File: config.mk
export PLATFORM = sky130hd
export DESIGN_NAME = inv_rotate_flat
export DESIGN_NICKNAME = d
export VERILOG_FILES = /design/src/rtl/inv_rotate_if.sv /design/src/rtl/inv_rotate.sv /design/src/flat_wrapper.sv
export SDC_FILE = /design/constraint.sdc
export NUM_CORES = 2
export LEC_CHECK = 0
export CORE_UTILIZATION = 40
export DETAILED_ROUTE_END_ITERATION = 16
export HOLD_SLACK_MARGIN = 0.15
export PLACE_DENSITY = 0.67
export SKIP_CTS_REPAIR_TIMING = 1
export SYNTH_ARGS = -nofsm -noshare
export SYNTH_HDL_FRONTEND = slang
export SYNTH_SLANG_ARGS = --single-unit
File: constraint.sdc
create_clock -name clk -period 8.35 [get_ports clk]
set_input_delay 0.835 -clock clk [delete_from_list [all_inputs] [get_ports clk]]
set_output_delay 0.835 -clock clk [all_outputs]
set_load 0.02 [all_outputs]
File: src/rtl/inv_rotate_if.sv
// Stage handshake bundle for inv_rotate: start/write/count control, slice in, slice out and done.
interface inv_rotate_if #(
   parameter int NUM_CELLS = 25
) ();
   logic                 start;
   logic                 write;
   logic                 count;
   logic [NUM_CELLS-1:0] data_in;
   logic                 done;
   logic [NUM_CELLS-1:0] data_out;

   modport master (
      output start, write, count, data_in,
      input  done, data_out
   );

   modport slave (
      input  start, write, count, data_in,
      output done, data_out
   );
endinterface

File: src/rtl/inv_rotate.sv
// Inverse rho stage: buffers a full slice-serial state, then replays it with each lane
// rotated back by its rho offset (output slice k, lane i reads stored slice k + r[i]).
module inv_rotate #(
   parameter int NUM_CELLS     = 25,
   parameter int NUM_SLICES    = 64,
   parameter int LEN_SLICE_IDX = 6
) (
   input  logic         clk,
   input  logic         rst,
   inv_rotate_if.slave  bus
);
   typedef enum logic [1:0] {IDLE, LOAD, EMIT, DONE} state_t;

   // Rho offsets indexed by i = x + 5*y.
   localparam logic [5:0] ROT [25] = '{
      6'd0,  6'd1,  6'd62, 6'd28, 6'd27,
      6'd36, 6'd44, 6'd6,  6'd55, 6'd20,
      6'd3,  6'd10, 6'd43, 6'd25, 6'd39,
      6'd41, 6'd45, 6'd15, 6'd21, 6'd8,
      6'd18, 6'd2,  6'd61, 6'd56, 6'd14
   };

   localparam logic [LEN_SLICE_IDX-1:0] LAST_IDX = LEN_SLICE_IDX'(NUM_SLICES - 1);

   state_t                   state_q, state_d;
   logic [LEN_SLICE_IDX-1:0] wr_q, wr_d;
   logic [LEN_SLICE_IDX-1:0] rd_q, rd_d;
   logic [NUM_CELLS-1:0]     data_out_q, data_out_d;
   logic                     done_q, done_d;
   logic                     mem_we;
   logic [NUM_CELLS-1:0]     rot_slice;

   logic [NUM_CELLS-1:0] mem [NUM_SLICES];

   // Every lane reads its own slice address, so the read side is a per-bit mux.
   for (genvar gi = 0; gi < NUM_CELLS; gi++) begin : g_bit
      logic [LEN_SLICE_IDX-1:0] src_idx;
      assign src_idx       = rd_q + ROT[gi];
      assign rot_slice[gi] = mem[src_idx][gi];
   end

   always_comb begin
      state_d    = state_q;
      wr_d       = wr_q;
      rd_d       = rd_q;
      data_out_d = data_out_q;
      done_d     = done_q;
      mem_we     = 1'b0;
      if (bus.start) begin
         state_d = LOAD;
         wr_d    = '0;
         rd_d    = '0;
         done_d  = 1'b0;
      end else begin
         case (state_q)
            LOAD: begin
               if (bus.write) begin
                  mem_we = 1'b1;
                  wr_d   = wr_q + 1'b1;
                  if (wr_q == LAST_IDX) state_d = EMIT;
               end
            end
            EMIT: begin
               if (bus.count) begin
                  data_out_d = rot_slice;
                  rd_d       = rd_q + 1'b1;
                  if (rd_q == LAST_IDX) begin
                     state_d = DONE;
                     done_d  = 1'b1;
                  end
               end
            end
            DONE:    done_d = 1'b1;
            default: done_d = 1'b0;
         endcase
      end
   end

   always_ff @(posedge clk or negedge rst) begin
      if (!rst) begin
         state_q    <= IDLE;
         wr_q       <= '0;
         rd_q       <= '0;
         data_out_q <= '0;
         done_q     <= 1'b0;
      end else begin
         state_q    <= state_d;
         wr_q       <= wr_d;
         rd_q       <= rd_d;
         data_out_q <= data_out_d;
         done_q     <= done_d;
      end
   end

   // Slice storage carries no reset; a new load always overwrites it.
   always_ff @(posedge clk) begin
      if (mem_we) mem[wr_q] <= bus.data_in;
   end

   assign bus.data_out = data_out_q;
   assign bus.done     = done_q;
endmodule

File: src/flat_wrapper.sv
// flat-port wrapper written by rule: the top's interface ports become plain ports
module inv_rotate_flat 
#(
   parameter int NUM_CELLS     = 25,
   parameter int NUM_SLICES    = 64,
   parameter int LEN_SLICE_IDX = 6
)
  (clk, rst, bus_start, bus_write, bus_count, bus_data_in, bus_done, bus_data_out);
  inv_rotate_if #(.NUM_CELLS(NUM_CELLS)) bus_i ();
  input  logic clk;
  input  logic rst;
  input wire logic [$bits(bus_i.start)-1:0] bus_start;
  input wire logic [$bits(bus_i.write)-1:0] bus_write;
  input wire logic [$bits(bus_i.count)-1:0] bus_count;
  input wire logic [$bits(bus_i.data_in)-1:0] bus_data_in;
  output wire logic [$bits(bus_i.done)-1:0] bus_done;
  output wire logic [$bits(bus_i.data_out)-1:0] bus_data_out;
  assign bus_i.start = bus_start;
  assign bus_i.write = bus_write;
  assign bus_i.count = bus_count;
  assign bus_i.data_in = bus_data_in;
  assign bus_done = bus_i.done;
  assign bus_data_out = bus_i.data_out;
  inv_rotate #(.NUM_CELLS(NUM_CELLS), .NUM_SLICES(NUM_SLICES), .LEN_SLICE_IDX(LEN_SLICE_IDX)) u_core (.clk(clk), .rst(rst), .bus(bus_i));
endmodule
==> run metrics <==
maximum clock path buffer count=3; DR WL/cell=34.64 um; worst-margin pin slew=1.439 ns; clk sinks=1640; worst r2r src=u_core.rd_q[1]$_DFFE_PN0P_; Tightest Hold Check Type=input pin to async pin; Internal=0.01322 W; Chip Height=402.3 um; Async SR Flop Fraction=2.439%; sw frac=19.75%; share of the synthesized area in the top cell type=74.97%; post-synth top area cell=edfxtp_1; Iteration-0 DRC Markers=5083; Syn Inst Count=2932; drt pass-1 iters=5; I/O Pins=56; Max Freq=0.2043 GHz; Final ANT Viol Nets=0; gp weighted congestion=0.8730; DRC=0; combinational share of power=1.2%; R2R Setup Slk=3.45 ns; critical path class=register to register; Seq cells post-synth=1640; Worst EP arrival=5.55 ns; setup violators final=0; post-place setup slack=3.302 ns; GR Util met3=5.357%; CTS clk-pin slew, worst paths=0.06 ns; outcome=finished clean; Ys Warns=0; number of cell rows=146; Slew Limit Headroom=3.823%; EDFF count, synth=1600; vias in the first global route=31970; PnR worst setup slack=3.454 ns; Max VDD drop=0.1439 mV; grt met2 use=34.72%; Post-Route WL=183.8 mm; area grow syn2layout=13.66%; initial antenna violation count=11; top cells by area, synth=edfxtp_1, mux4_2, dfrtp_1; Layout Nets=3152; RSZ-0062 raised after global routing=no; Skew-Pair Late Insertion Delay=0.77 ns; skew final=0.02123 ns; largest net degree at the start of global routing=110; sequential area share after synthesis=76.53%; count of final hold-check violations=0; Final Critical Period=4.896 ns; leak pwr=22.12 nW; root buffer cell=clkbuf_16; core area=158700 sq um; synthesized area=64090 sq um; die area=161800 sq um; CTS tree=done; CP Max Fanout=64; initial core utilization=40.37%; busiest grt layer=met2; CTS H-Tree Depth=4; R2R cell count=8; synthesized area per cell=21.86 sq um; total CTS buffers=163; setup TNS=0 ns; Via density=6.196; overall global routing resource usage=22.72%; HPWL after detailed placement=102.7 mm; global route overflow=0; max cap viols=0; Cell variety after synth=62; Syn Nets=2984; Clock Power Share=43.8%; CP Capture Type=register; post-route clock period utilization=58.63%; Seq pwr share=55.0%; PD cells=226.1 nW/um^2; final total power=0.01647 W; first-pass GRT wire length=255.3 mm; DR vias=32880; Worst EP required=9.01 ns; max-slew violation count=0; met1 Use GR=31.79%; r2r endpoint=u_core.bus.data_out[4]$_DFFE_PN0P_; crit path launch type=register; PortBufs=55; share of cells above drive strength 1=27.82%; Post-synth top flop=edfxtp_1; Die W=402.3 um; Switch Pwr=0.003253 W
-- sequential cells by signal, summed over array words and instances (netlist names) --
register             count
u_core.mem            1600
u_core.bus.data_out     25
u_core.rd_q              6
u_core.wr_q              6
u_core.state_q           2
u_core.bus.done          1
-- synthesized netlist by cell type (all sizes together), types with 8 or more instances --
library cell	number
nor2b	14
clkbuf	55
xor2	17
o21ai	17
nand3	46
o211ai	9
inv	10
nand2	168
xnor2	45
ha	22
mux2i	37
mux4	445
o2111ai	9
nor2	124
a21oi	27
a211oi	9
a2111oi	10
and3	10
and2	13
nor3	8
nand4	22
dfrtp	40
buf	89
edfxtp	1600
a31oi	13
-- stage by stage --
stage / cells / hold slack [ns] / util, % / cell area, sq um
after global placement: 5007 / 0.5643 / 42.58 / 67590
after global routing: 5305 / 0.3088 / 45.88 / 72840
final: 5307 / 0.2972 / 45.89 / 72840
after floorplan: 2932 / 0.5295 / - / 64090
after CTS: 5303 / 0.2800 / 45.88 / 72830
after detailed placement: 5007 / 0.5635 / 42.58 / 67590
-- routing by layer --
layer,share of wire (%),up-vias,wire [um]
met5,0.021,-,38
met4,3.7,6,6728
met3,11,340,20680
met2,46,2238,85460
met1,39,17680,70910
li1,-,12620,-
-- worst max-delay path: stages, from the launching register on --
cell and delay [ns]:
dfrtp_4 1.05, inv_1 0.49, ha_4 1.08, buf_4 0.61
mux4_2 0.39, mux4_2 0.50, mux2i_1 0.23, nor2_1 0.08
a211o_1 0.26
-- final cells by class --
| class | count | area (sq um) |
|---|---|---|
| well taps | 2072 | 2592 |
| clock buffers | 218 | 4511 |
| diodes | 4 | 10.01 |
| flip-flops and latches | 1640 | 49060 |
| repair buffers | 147 | 1149 |
| clock inverters | 78 | 735.7 |
| inverters | 11 | 41.29 |
| fillers | 12860 | 85900 |
| multi-input cells | 1137 | 14750 |
-- kinds of logic after synthesis --
kind of cell | count (synthesis) | share of synthesized area (%)
flops | 1640 | 76.53
simple gates | 428 | 2.975
compound gates | 137 | 1.519
xor+xnor | 62 | 0.9000
fa+ha+maj | 22 | 0.4295
buf+inv | 155 | 1.328
mux | 488 | 16.32
-- worst max-delay path by stage --
stage | start | endpoint | depth (start not counted) | slack [ns]
final | u_core.rd_q[1]$_DFFE_PN0P_ | u_core.bus.data_out[4]$_DFFE_PN0P_ | 8 | 3.45
after CTS | u_core.rd_q[0]$_DFFE_PN0P_ | u_core.bus.data_out[22]$_DFFE_PN0P_ | 9 | 3.33
after global placement | u_core.rd_q[0]$_DFFE_PN0P_ | u_core.bus.data_out[22]$_DFFE_PN0P_ | 9 | 3.22
after global routing | u_core.rd_q[0]$_DFFE_PN0P_ | u_core.bus.data_out[18]$_DFFE_PN0P_ | 7 | 2.99
after detailed placement | u_core.rd_q[0]$_DFFE_PN0P_ | u_core.bus.data_out[22]$_DFFE_PN0P_ | 9 | 3.30
after floorplan | u_core.rd_q[0]$_DFFE_PN0P_ | u_core.bus.data_out[18]$_DFFE_PN0P_ | 14 | 4.73
-- cell usage in the layout (no fill, tap or decap), types with 7 or more instances in the layout --
master and n:
a2111oi_0 10, a211oi_1 9, a21oi_1 27, a31oi_1 13, and2_1 12, and3_1 10
buf_2 26, buf_4 89, bufinv_16 11, clkbuf_1 37, clkbuf_16 167, clkbuf_8 14
clkdlybuf4s50_1 29, clkinv_1 17, clkinv_2 37, dfrtp_1 35, edfxtp_1 1600, ha_1 21
inv_1 7, mux2i_1 37, mux4_2 445, nand2_1 167, nand3_1 46, nand4_1 22
nor2_1 59, nor2_4 65, nor2b_1 14, nor3_1 8, o2111ai_1 9, o211ai_1 9
o21ai_0 9, o21ai_1 8, xnor2_1 39, xor2_1 13
-- power by group through the flow --
stage | registers (W) | logic [W] | clock network [W]
after floorplan | 0.00923 | 0.0000260 | 0
after detailed placement | 0.00924 | 0.000190 | 0
after global routing | 0.00906 | 0.000202 | 0.00758
after CTS | 0.00906 | 0.000189 | 0.00728
after global placement | 0.00924 | 0.000181 | 0
final | 0.00906 | 0.000191 | 0.00721
Power figures use the tool's default switching activity.
